`src/rtl/lsu_ctrl_if.sv`:
```
// -----------------------------------------------------------------------------
// lsu_ctrl_if -- bundle of the core request/response handshake and the memory
// bus of the load/store unit.
//
// Modports:
//   slave  : the LSU itself. It receives core requests and memory responses,
//            and drives the core response and the memory request.
//   master : the environment around the LSU (core plus memory). It drives
//            req_* and mem_ack/mem_rdata, and observes everything else.
//
// Signals:
//   req_valid/req_ready/req_we/req_funct3/req_addr/req_wdata : core request
//   rsp_valid/rsp_rdata/rsp_err                              : core response
//   mem_req/mem_we/mem_addr/mem_wstrb/mem_wdata              : memory request
//   mem_ack/mem_rdata                                        : memory response
// -----------------------------------------------------------------------------
interface lsu_ctrl_if #(
   parameter int DWIDTH = 32,
   parameter int AWIDTH = 32
);
   logic              req_valid;
   logic              req_ready;
   logic              req_we;
   logic [2:0]        req_funct3;
   logic [AWIDTH-1:0] req_addr;
   logic [DWIDTH-1:0] req_wdata;

   logic              rsp_valid;
   logic [DWIDTH-1:0] rsp_rdata;
   logic              rsp_err;

   logic              mem_req;
   logic              mem_we;
   logic [AWIDTH-1:0] mem_addr;
   logic [3:0]        mem_wstrb;
   logic [DWIDTH-1:0] mem_wdata;
   logic              mem_ack;
   logic [DWIDTH-1:0] mem_rdata;

   modport slave (
      input  req_valid, req_we, req_funct3, req_addr, req_wdata,
      input  mem_ack, mem_rdata,
      output req_ready, rsp_valid, rsp_rdata, rsp_err,
      output mem_req, mem_we, mem_addr, mem_wstrb, mem_wdata
   );

   modport master (
      output req_valid, req_we, req_funct3, req_addr, req_wdata,
      output mem_ack, mem_rdata,
      input  req_ready, rsp_valid, rsp_rdata, rsp_err,
      input  mem_req, mem_we, mem_addr, mem_wstrb, mem_wdata
   );
endinterface

```
`src/rtl/lsu_ctrl.sv`:
```
// -----------------------------------------------------------------------------
// lsu_ctrl -- single-outstanding load/store controller.
//
// Accepts one core access at a time, turns it into a word-aligned memory
// request with byte-lane strobes and lane-replicated store data, waits for the
// memory acknowledge (bounded by TIMEOUT cycles) and returns a one-cycle
// response carrying sign/zero-extended load data or an error flag.
//
// Parameters:
//   DWIDTH  : data width (lane logic assumes 32, i.e. four byte lanes)
//   AWIDTH  : address width
//   TIMEOUT : maximum number of ISSUE cycles spent waiting for mem_ack
//
// Ports:
//   clk : clock, all state updates on the rising edge
//   rst : synchronous reset, active low
//   bus : lsu_ctrl_if.slave -- core request/response and memory bus
//
// Build option:
//   LSU_MISALIGN_TRAP_EN : when defined, halfword accesses with addr[0] = 1 and
//   word accesses with addr[1:0] != 00 are rejected with an error response and
//   no memory access. When undefined, those low address bits are ignored and
//   the access proceeds on the aligned half/word.
// -----------------------------------------------------------------------------
module lsu_ctrl #(
   parameter int DWIDTH  = 32,
   parameter int AWIDTH  = 32,
   parameter int TIMEOUT = 15
) (
   input  logic      clk,
   input  logic      rst,
   lsu_ctrl_if.slave bus
);

   localparam int NLANE = DWIDTH / 8;
   localparam int CW    = $clog2(TIMEOUT + 1);
   localparam logic [CW-1:0] LAST_WAIT = CW'(TIMEOUT - 1);

   localparam logic [2:0] F3_B  = 3'b000;
   localparam logic [2:0] F3_H  = 3'b001;
   localparam logic [2:0] F3_W  = 3'b010;
   localparam logic [2:0] F3_BU = 3'b100;
   localparam logic [2:0] F3_HU = 3'b101;

   typedef enum logic [1:0] {
      IDLE  = 2'd0,
      ISSUE = 2'd1,
      RESP  = 2'd2
   } state_t;

   state_t            state_reg;
   logic [CW-1:0]     cnt_reg;
   logic [2:0]        f3_reg;
   logic [1:0]        alo_reg;
   logic              we_reg;

   logic              rsp_valid_reg;
   logic              rsp_err_reg;
   logic [DWIDTH-1:0] rsp_rdata_reg;
   logic              mem_req_reg;
   logic              mem_we_reg;
   logic [AWIDTH-1:0] mem_addr_reg;
   logic [3:0]        mem_wstrb_reg;
   logic [DWIDTH-1:0] mem_wdata_reg;

   // ---------------------------------------------------------------------------
   // Request legality
   // ---------------------------------------------------------------------------
   logic f3_bad;
   logic misalign;
   logic req_illegal;

   always_comb begin
      f3_bad = 1'b0;
      case (bus.req_funct3)
         F3_B, F3_H, F3_W: f3_bad = 1'b0;
         F3_BU, F3_HU:     f3_bad = bus.req_we;   // unsigned forms are load-only
         default:          f3_bad = 1'b1;
      endcase
   end

`ifdef LSU_MISALIGN_TRAP_EN
   assign misalign = (((bus.req_funct3 == F3_H) || (bus.req_funct3 == F3_HU)) && bus.req_addr[0])
                   || ((bus.req_funct3 == F3_W) && (bus.req_addr[1:0] != 2'b00));
`else
   // Low address bits are simply dropped by the lane selection below.
   assign misalign = 1'b0;
`endif

   assign req_illegal = f3_bad | misalign;

   // ---------------------------------------------------------------------------
   // Store path: lane replication and strobes
   // ---------------------------------------------------------------------------
   logic [DWIDTH-1:0] rep_b;
   logic [DWIDTH-1:0] rep_h;
   logic [DWIDTH-1:0] st_wdata;
   logic [3:0]        st_wstrb;

   genvar gi;
   generate
      for (gi = 0; gi < NLANE; gi++) begin : g_rep
         assign rep_b[8*gi +: 8] = bus.req_wdata[7:0];
         assign rep_h[8*gi +: 8] = bus.req_wdata[8*(gi % 2) +: 8];
      end
   endgenerate

   // Store funct3 1xx never gets here (illegal), so only the size bits matter.
   always_comb begin
      st_wdata = bus.req_wdata;
      st_wstrb = 4'b1111;
      case (bus.req_funct3[1:0])
         2'b00: begin
            st_wdata = rep_b;
            st_wstrb = 4'b0001 << bus.req_addr[1:0];
         end
         2'b01: begin
            st_wdata = rep_h;
            st_wstrb = 4'b0011 << {bus.req_addr[1], 1'b0};
         end
         default: begin
            st_wdata = bus.req_wdata;
            st_wstrb = 4'b1111;
         end
      endcase
   end

   // ---------------------------------------------------------------------------
   // Load path: lane select and extension from the live mem_rdata, so the
   // formatted value can be registered on the acknowledge edge.
   // ---------------------------------------------------------------------------
   logic [7:0]        rd_byte [NLANE];
   logic [15:0]       rd_half [NLANE/2];
   logic [7:0]        ld_byte;
   logic [15:0]       ld_half;
   logic [DWIDTH-1:0] ld_data;

   generate
      for (gi = 0; gi < NLANE; gi++) begin : g_rdb
         assign rd_byte[gi] = bus.mem_rdata[8*gi +: 8];
      end
      for (gi = 0; gi < NLANE/2; gi++) begin : g_rdh
         assign rd_half[gi] = bus.mem_rdata[16*gi +: 16];
      end
   endgenerate

   assign ld_byte = rd_byte[alo_reg];
   assign ld_half = rd_half[alo_reg[1]];

   always_comb begin
      ld_data = bus.mem_rdata;
      case (f3_reg)
         F3_B:    ld_data = {{(DWIDTH-8){ld_byte[7]}}, ld_byte};
         F3_H:    ld_data = {{(DWIDTH-16){ld_half[15]}}, ld_half};
         F3_BU:   ld_data = {{(DWIDTH-8){1'b0}}, ld_byte};
         F3_HU:   ld_data = {{(DWIDTH-16){1'b0}}, ld_half};
         default: ld_data = bus.mem_rdata;
      endcase
   end

   // ---------------------------------------------------------------------------
   // Control FSM with registered outputs
   // ---------------------------------------------------------------------------
   always_ff @(posedge clk) begin
      if (!rst) begin
         state_reg     <= IDLE;
         cnt_reg       <= '0;
         f3_reg        <= '0;
         alo_reg       <= '0;
         we_reg        <= 1'b0;
         rsp_valid_reg <= 1'b0;
         rsp_err_reg   <= 1'b0;
         rsp_rdata_reg <= '0;
         mem_req_reg   <= 1'b0;
         mem_we_reg    <= 1'b0;
         mem_addr_reg  <= '0;
         mem_wstrb_reg <= 4'b0000;
         mem_wdata_reg <= '0;
      end else begin
         case (state_reg)
            IDLE: begin
               if (bus.req_valid) begin
                  f3_reg  <= bus.req_funct3;
                  alo_reg <= bus.req_addr[1:0];
                  we_reg  <= bus.req_we;
                  if (req_illegal) begin
                     // Fault without touching memory.
                     state_reg     <= RESP;
                     rsp_valid_reg <= 1'b1;
                     rsp_err_reg   <= 1'b1;
                     rsp_rdata_reg <= '0;
                  end else begin
                     state_reg     <= ISSUE;
                     cnt_reg       <= '0;
                     mem_req_reg   <= 1'b1;
                     mem_we_reg    <= bus.req_we;
                     mem_addr_reg  <= {bus.req_addr[AWIDTH-1:2], 2'b00};
                     mem_wstrb_reg <= bus.req_we ? st_wstrb : 4'b0000;
                     mem_wdata_reg <= bus.req_we ? st_wdata : '0;
                  end
               end
            end

            ISSUE: begin
               // Acknowledge takes priority over a coincident timeout.
               if (bus.mem_ack) begin
                  state_reg     <= RESP;
                  mem_req_reg   <= 1'b0;
                  mem_we_reg    <= 1'b0;
                  mem_wstrb_reg <= 4'b0000;
                  rsp_valid_reg <= 1'b1;
                  rsp_err_reg   <= 1'b0;
                  rsp_rdata_reg <= we_reg ? '0 : ld_data;
               end else if (cnt_reg == LAST_WAIT) begin
                  // Counter reaches TIMEOUT on this edge: abandon the access.
                  cnt_reg       <= cnt_reg + 1'b1;
                  state_reg     <= RESP;
                  mem_req_reg   <= 1'b0;
                  mem_we_reg    <= 1'b0;
                  mem_wstrb_reg <= 4'b0000;
                  rsp_valid_reg <= 1'b1;
                  rsp_err_reg   <= 1'b1;
                  rsp_rdata_reg <= '0;
               end else begin
                  cnt_reg <= cnt_reg + 1'b1;
               end
            end

            RESP: begin
               state_reg     <= IDLE;
               rsp_valid_reg <= 1'b0;
               rsp_err_reg   <= 1'b0;
            end

            default: begin
               state_reg <= IDLE;
            end
         endcase
      end
   end

   assign bus.req_ready = (state_reg == IDLE);
   assign bus.rsp_valid = rsp_valid_reg;
   assign bus.rsp_err   = rsp_err_reg;
   assign bus.rsp_rdata = rsp_rdata_reg;
   assign bus.mem_req   = mem_req_reg;
   assign bus.mem_we    = mem_we_reg;
   assign bus.mem_addr  = mem_addr_reg;
   assign bus.mem_wstrb = mem_wstrb_reg;
   assign bus.mem_wdata = mem_wdata_reg;

endmodule

```
`src/flat_wrapper.sv`:
```
// flat-port wrapper written by rule: the top's interface ports become plain ports
module lsu_ctrl_flat 
#(
   parameter int DWIDTH  = 32,
   parameter int AWIDTH  = 32,
   parameter int TIMEOUT = 15
)
  (clk, rst, bus_req_valid, bus_req_we, bus_req_funct3, bus_req_addr, bus_req_wdata, bus_mem_ack, bus_mem_rdata, bus_req_ready, bus_rsp_valid, bus_rsp_rdata, bus_rsp_err, bus_mem_req, bus_mem_we, bus_mem_addr, bus_mem_wstrb, bus_mem_wdata);
  lsu_ctrl_if #(.DWIDTH(DWIDTH), .AWIDTH(AWIDTH)) bus_i ();
  input  logic clk;
  input  logic rst;
  input wire logic [$bits(bus_i.req_valid)-1:0] bus_req_valid;
  input wire logic [$bits(bus_i.req_we)-1:0] bus_req_we;
  input wire logic [$bits(bus_i.req_funct3)-1:0] bus_req_funct3;
  input wire logic [$bits(bus_i.req_addr)-1:0] bus_req_addr;
  input wire logic [$bits(bus_i.req_wdata)-1:0] bus_req_wdata;
  input wire logic [$bits(bus_i.mem_ack)-1:0] bus_mem_ack;
  input wire logic [$bits(bus_i.mem_rdata)-1:0] bus_mem_rdata;
  output wire logic [$bits(bus_i.req_ready)-1:0] bus_req_ready;
  output wire logic [$bits(bus_i.rsp_valid)-1:0] bus_rsp_valid;
  output wire logic [$bits(bus_i.rsp_rdata)-1:0] bus_rsp_rdata;
  output wire logic [$bits(bus_i.rsp_err)-1:0] bus_rsp_err;
  output wire logic [$bits(bus_i.mem_req)-1:0] bus_mem_req;
  output wire logic [$bits(bus_i.mem_we)-1:0] bus_mem_we;
  output wire logic [$bits(bus_i.mem_addr)-1:0] bus_mem_addr;
  output wire logic [$bits(bus_i.mem_wstrb)-1:0] bus_mem_wstrb;
  output wire logic [$bits(bus_i.mem_wdata)-1:0] bus_mem_wdata;
  assign bus_i.req_valid = bus_req_valid;
  assign bus_i.req_we = bus_req_we;
  assign bus_i.req_funct3 = bus_req_funct3;
  assign bus_i.req_addr = bus_req_addr;
  assign bus_i.req_wdata = bus_req_wdata;
  assign bus_i.mem_ack = bus_mem_ack;
  assign bus_i.mem_rdata = bus_mem_rdata;
  assign bus_req_ready = bus_i.req_ready;
  assign bus_rsp_valid = bus_i.rsp_valid;
  assign bus_rsp_rdata = bus_i.rsp_rdata;
  assign bus_rsp_err = bus_i.rsp_err;
  assign bus_mem_req = bus_i.mem_req;
  assign bus_mem_we = bus_i.mem_we;
  assign bus_mem_addr = bus_i.mem_addr;
  assign bus_mem_wstrb = bus_i.mem_wstrb;
  assign bus_mem_wdata = bus_i.mem_wdata;
  lsu_ctrl #(.DWIDTH(DWIDTH), .AWIDTH(AWIDTH), .TIMEOUT(TIMEOUT)) u_core (.clk(clk), .rst(rst), .bus(bus_i));
endmodule
```
`config.mk`:
```
export PLATFORM = sky130hd
export DESIGN_NAME = lsu_ctrl_flat
export DESIGN_NICKNAME = d
export VERILOG_FILES = /design/src/rtl/lsu_ctrl_if.sv /design/src/rtl/lsu_ctrl.sv /design/src/flat_wrapper.sv
export SDC_FILE = /design/constraint.sdc
export NUM_CORES = 1
export LEC_CHECK = 0
export ABC_AREA = 1
export BUFFER_PORTS_ARGS = -buffer_cell sky130_fd_sc_hd__buf_4
export CORE_MARGIN = 2
export CORE_UTILIZATION = 30
export CTS_CLUSTER_DIAMETER = 30
export DETAILED_ROUTE_END_ITERATION = 8
export PLACE_DENSITY_LB_ADDON = 0.2
export SYNTH_ARGS = -nofsm -noshare
export SYNTH_HDL_FRONTEND = slang
export SYNTH_SLANG_ARGS = --single-unit
```
`constraint.sdc`:
```
create_clock -name clk -period 2.4 [get_ports clk]
set_clock_uncertainty 0.1 [all_clocks]
set_input_delay 0.36 -clock clk [delete_from_list [all_inputs] [get_ports clk]]
set_output_delay 0.36 -clock clk [all_outputs]
set_load 0.05 [all_outputs]
```
=== Word-level counts from Yosys, hierarchy flattened ===
Cells that the tools add are included.

* Register bits: 114
* Bits in latches: 0
* RAM bits: 0
* Memory bits (read-only): 0
* Memories: 0

* Add/sub/neg operators: 1
* Multiply operators: 0
* Divide/modulo/power cells: 0
* Magnitude comparators: 2
* Eq/ne operators: 16
* Shift operators: 2
* Multiplexer cells: 47
* Bitwise logic cells: 3
* Reductions and logical operators: 15

{| class="wikitable"
|+ Operators by type and width
! operator !! number
|-
| $mux 32 || 6
|-
| $pmux 32 s2 || 2
|-
| $pmux 32 s4 || 1
|-
| $mux 16 || 3
|-
| $mux 4 || 8
|-
| $pmux 4 s2 || 3
|-
| $bmux 8 s2 || 1
|-
| $mux 8 || 2
|-
| $reduce_and 4->1 || 4
|-
| $eq 3x3->1 const B || 4
|-
| $mux 1 || 11
|-
| $mux 2 || 4
|-
| $eq 3x1->1 const B || 2
|-
| $logic_not 3->1 || 2
|-
| $ne 2x2->1 const B || 3
|-
| $pmux 1 s2 || 3
|-
| $pmux 1 s3 || 2
|-
| $add 4x1->4 const B || 1
|-
| $eq 2x1->1 const B || 2
|-
| $eq 4x4->1 const B || 1
|-
| $logic_not 2->1 || 2
|-
| $pmux 2 s2 || 1
|-
| $reduce_and 2->1 || 2
|-
| $shl 1x2->4 const A || 1
|-
| other kinds (15) || 15
|}

=== Depth between registers and ports, before layout ===
* Depth in word-level cells: 8
* Gate-level depth with buffers: 14
* Depth with buffers taken out: 13

=== Worst setup path before layout ===
OpenSTA, ideal clock, no wires.

* Path type: reg2reg
* From: register u_core.state_reg[1]
* To: register u_core.rsp_rdata_reg[1], in the netlist u_core.bus.rsp_rdata[1]
* Library setup time: 0.128 ns
* Data arrival time: 1.911 ns
* Data required time: 2.172 ns
* Setup slack: 0.261 ns
* Stages on the path, launching flop included: 14
* Buffers on the path: 2
* Period minus slack after synthesis: 2.139 ns
* Cell sequence: dfxtp_1 > inv_1 > ha_1 > nand2_4 > o21ai_0 > nand2_1 > inv_2 > nand2_4 > buf_6 > inv_8 > buf_8 > nor2_1 > nor2_1 > nor2_1

* Cells in the longest elaborated chain, start to end: 3

{| class="wikitable"
|+ Ends and longest elaborated chain
! item !! RTL line !! text
|-
| start, declared || lsu_ctrl.sv:51 || <nowiki>state_t state_reg;</nowiki>
|-
| start signal, assigned || lsu_ctrl.sv:166 || <nowiki>state_reg <= IDLE;</nowiki>
|-
| start signal, assigned || lsu_ctrl.sv:188 || <nowiki>state_reg <= RESP;</nowiki>
|-
| start signal, assigned || lsu_ctrl.sv:193 || <nowiki>state_reg <= ISSUE;</nowiki>
|-
| $logic_not 2->1 (*) || - ||
|-
| net bus_req_ready || flat_wrapper.sv:19 || <nowiki>output wire logic [$bits(bus_i.req_ready)-1:0] bus_req_ready;</nowiki>
|-
| $ne 2x1->1 (no source line) (tied with other cells) || - ||
|-
| $reduce_and 4->1 (no source line) || - ||
|-
| end signal, assigned || lsu_ctrl.sv:213 || <nowiki>rsp_rdata_reg <= we_reg ? '0 : ld_data;</nowiki>
|-
| end, declared || lsu_ctrl.sv:59 || <nowiki>logic [DWIDTH-1:0] rsp_rdata_reg;</nowiki>
|}

Mark *: on every way through the listed nets, which the timed path passes. The rest lies on a longest branch.
A chain may end at the register's enable or synchronous reset.

=== Worst setup path after layout ===
* From: register u_core.state_reg[0]
* To: register u_core.rsp_rdata_reg[17], in the netlist u_core.bus.rsp_rdata[17]

* Cells in the longest elaborated chain, start to end: 3

{| class="wikitable"
|+ Ends and longest elaborated chain
! item !! RTL line !! text
|-
| $eq 2x1->1 or $logic_not 2->1 (tied branches) || lsu_ctrl.sv:180 || <nowiki>case (state_reg)</nowiki>
|-
| $ne 3x2->1 (no source line) (tied with other cells) || - ||
|-
| $reduce_and 4->1 (no source line) || - ||
|}

Parallel ways exist; a longest one is shown, timed or not.

==> run metrics <==
largest area contributor in the synthesized netlist=dfxtp_1; highest-delay cell along the critical path=ha_1; # clock sinks=114; Synth area leaders=dfxtp_1 (43%), nor2_1 (10%), a21oi_1 (9.4%); count of fill cells added during filler insertion=1858; FF+latch count, synth=114; die outline width=137 um; wire length reported by the detailed router=17300 um; Period minus WS final=2.09 ns; critical path's largest stage delay=0.34 ns; area of the core=17400 sq um; count of cells along the worst register-to-register path=10; max-slew headroom at the worst pin=63.2%; DRC violations left=0; power density over the cells=831 nW/um^2; synthesized area=5330 sq um; wire length of the first global-routing pass=26200 um; WL per Instance=14.5 um; number of cells after detailed placement=1166; RSZ-0062 raised after global routing=false; NumNets Final=1069; detailed router's first-iteration violation count=335; fraction of synthesized area in multiplexers=0%; CTS H-Tree Depth=4; total global-route track usage=18.0%; simple-gate share of the synthesized area=24.9%; post_cts resized=0; count of hold buffers inserted by post-cts repair=0; status=finished clean; number of max-capacitance violations reported=0; clock latency reported for the late side of the worst-skew pair=0.41 ns; Final period util=87.1%; final weighted congestion of routability-driven global placement=0.856; Final ANT Viol Nets=0; IO Count=209; clock transition at the registers of the reported paths=0.06 ns; y dimension of the die=137 um; Setup Viol. Count Final=0; Static Leak=3.48 nW; Pre-antenna DRT Iters=5; number of instances on the worst hold path=3; ys async rst share=0%; highest achievable clock rate=478 MHz; path category of the worst min-delay check=input pin to register; critical path data required time=2.64 ns; Crit Path Category=register to register; EDFF count, synth=0; mean instance size in the synthesized netlist=6.93 sq um; final total negative setup slack=0 ns; Syn-to-layout area delta=43.2%; diodes inserted=0; setup slack after layout=0.309 ns; Inserted Clock Buffers=17; count of buffers added by post-CTS timing repair for setup=0; signal arrival time at the worst endpoint=2.33 ns; worst setup slack after placement=0.338 ns; Root Driver=clkbuf_16; kind of end point of the critical path=register; total number of placement rows=48; ys flop type=dfxtp_1; Clock Tree Buf Depth=2; Yosys warnings=0; number of global-route vias before repair=5086; grt ovf=0; critical-path cell list=inv_1 -> ha_1 -> nand2_4 -> o21ai_0 -> nand2_1 -> inv_2 -> nand2_4 -> nor2_8 -> nand3_1 -> a21oi_1; vias after detailed routing=5545; Initial Utilization=30.7%; Die Outline Area=18800 sq um; cell seen most often among critical-path stages=nand2_4; synthesized-area fraction occupied by xor and xnor cells=0.329%; maximum vdd drop=0.470 mV; initial antenna violation count=1; via-per-instance ratio=4.63; adder and majority gate portion of the synthesized area=1.17%; element type at the critical path start=register; count of input and output buffers=206; final hold violations=0; Synth Area in Compound Gates=21.4%; slew at the pin closest to its max-slew limit=0.546 ns; estimated wirelength of the detail-placed design=12700 um; distinct cell type count of the synthesized netlist=33; main combinational cell family by area after synthesis=simple AND/OR/NAND/NOR gates; Cell Count, Final, Fillers Out=1198; pin count of the biggest net entering global routing=67; Seq/Total Area, Yosys=42.8%; area share of the largest cell type after synthesis=42.8%; clock tree from TritonCTS=done; Slew Viols, Final=0; share of cells above drive strength 1=28.1%; critical-path maximum fanout=20; Post-Syn Instances=769
==> routing by layer <==
metal  up-vias  wire length (um)  global-route usage [%]
met2       162              7970                    27.3
met3        21              1280                    6.48
met1      2465              7760                    23.6
met4         2               302                    6.36
li1       2895                 -                       -
met5         -                13                       0
==> cells in the mapped netlist, types with 2 or more instances <==
cell      number
buf_6          2
o22ai_1        3
nand3_1       33
ha_1           5
o21ai_1        8
buf_8          2
nand2_2        3
nor2_1       149
o211ai_1      15
o21ai_0       88
inv_1         57
nor3_1         5
clkbuf_1      25
or2_2          8
inv_2          8
nand2_4        3
buf_4          6
buf_2          7
dfxtp_1      114
a21oi_1      100
nand2_1      112
buf_1          3
xor2_1         2
a211oi_1       2
==> power breakdown <==
group          total [mW]  internal [mW]  switching (mW)
clock                2.64           1.73           0.907
sequential           2.11           2.04          0.0746
combinational        1.59          0.499            1.09
==> final timing paths <==
| check | start | end | slack [ns] |
|---|---|---|---|
| setup / recovery | u_core.state_reg[0]$_SDFFE_PN0P_ | u_core.bus.rsp_rdata[17]$_SDFFE_PN0P_ | 0.31 |
| hold / removal | bus_req_addr[7] | u_core.bus.mem_addr[7]$_SDFFE_PN0P_ | 0.1 |
| setup reg to reg | u_core.state_reg[0]$_SDFFE_PN0P_ | u_core.bus.rsp_rdata[17]$_SDFFE_PN0P_ | 0.31 |
| hold reg to reg | u_core.bus.mem_we$_SDFFE_PN0P_ | u_core.bus.mem_we$_SDFFE_PN0P_ | 0.36 |
==> stage by stage <==
step / hold slack [ns] / power [mW] / utilization [%] / area [sq um]
floorplan: 0.363 / 3.23 / - / 5330
global placement: 0.354 / 3.75 / 40.4 / 7010
detailed placement: 0.357 / 3.75 / 40.4 / 7010
CTS: 0.0822 / 6.41 / 44.0 / 7630
global route: 0.0954 / 6.63 / 44.0 / 7630
finish: 0.0951 / 6.34 / 44.0 / 7630
==> critical path, delay by kind of cell, from the launching register on <==
| kind | cells | cell delay (ns) |
|---|---|---|
| AO/OA/AOI/OAI | 2 | 0.25 |
| adder cells (fa/ha/maj) | 1 | 0.34 |
| buffers and inverters | 2 | 0.16 |
| flip-flops | 1 | 0.32 |
| AND/OR/NAND/NOR | 5 | 0.84 |
==> kinds of logic (layout without fill, tap and decap cells) <==
group           after synthesis  in the layout
simple gates                318            318
compound gates              218            218
flops                       114            114
buf+inv                     111            314
fa+ha+maj                     5              5
xor+xnor                      2              2
other cells                   1              2
==> cell usage in the layout (no fill, tap or decap), drive strengths merged <==
cell type	count
o22ai	3
and2	1
clkinvlp	7
o211ai	15
nand3	34
nor2	152
nand2	118
conb	2
clkinv	2
a22oi	1
or2	8
clkbuf	19
o21bai	1
inv	66
dfxtp	114
a211oi	2
ha	5
buf	216
o21ai	96
nor3	5
a21oi	100
xor2	2
bufinv	4
==> cell type report <==
type	instances	area (sq um)	share of cell area, %
clock buffer	19	433	5.67
clock inverter	13	186	2.44
inverter	66	255	3.35
multi-input combinational	545	2560	33.5
sequential	114	2280	29.9
tap	225	282	3.69
timing repair buffer	216	1630	21.4
Note: power is estimated with default switching activity, not from simulation.
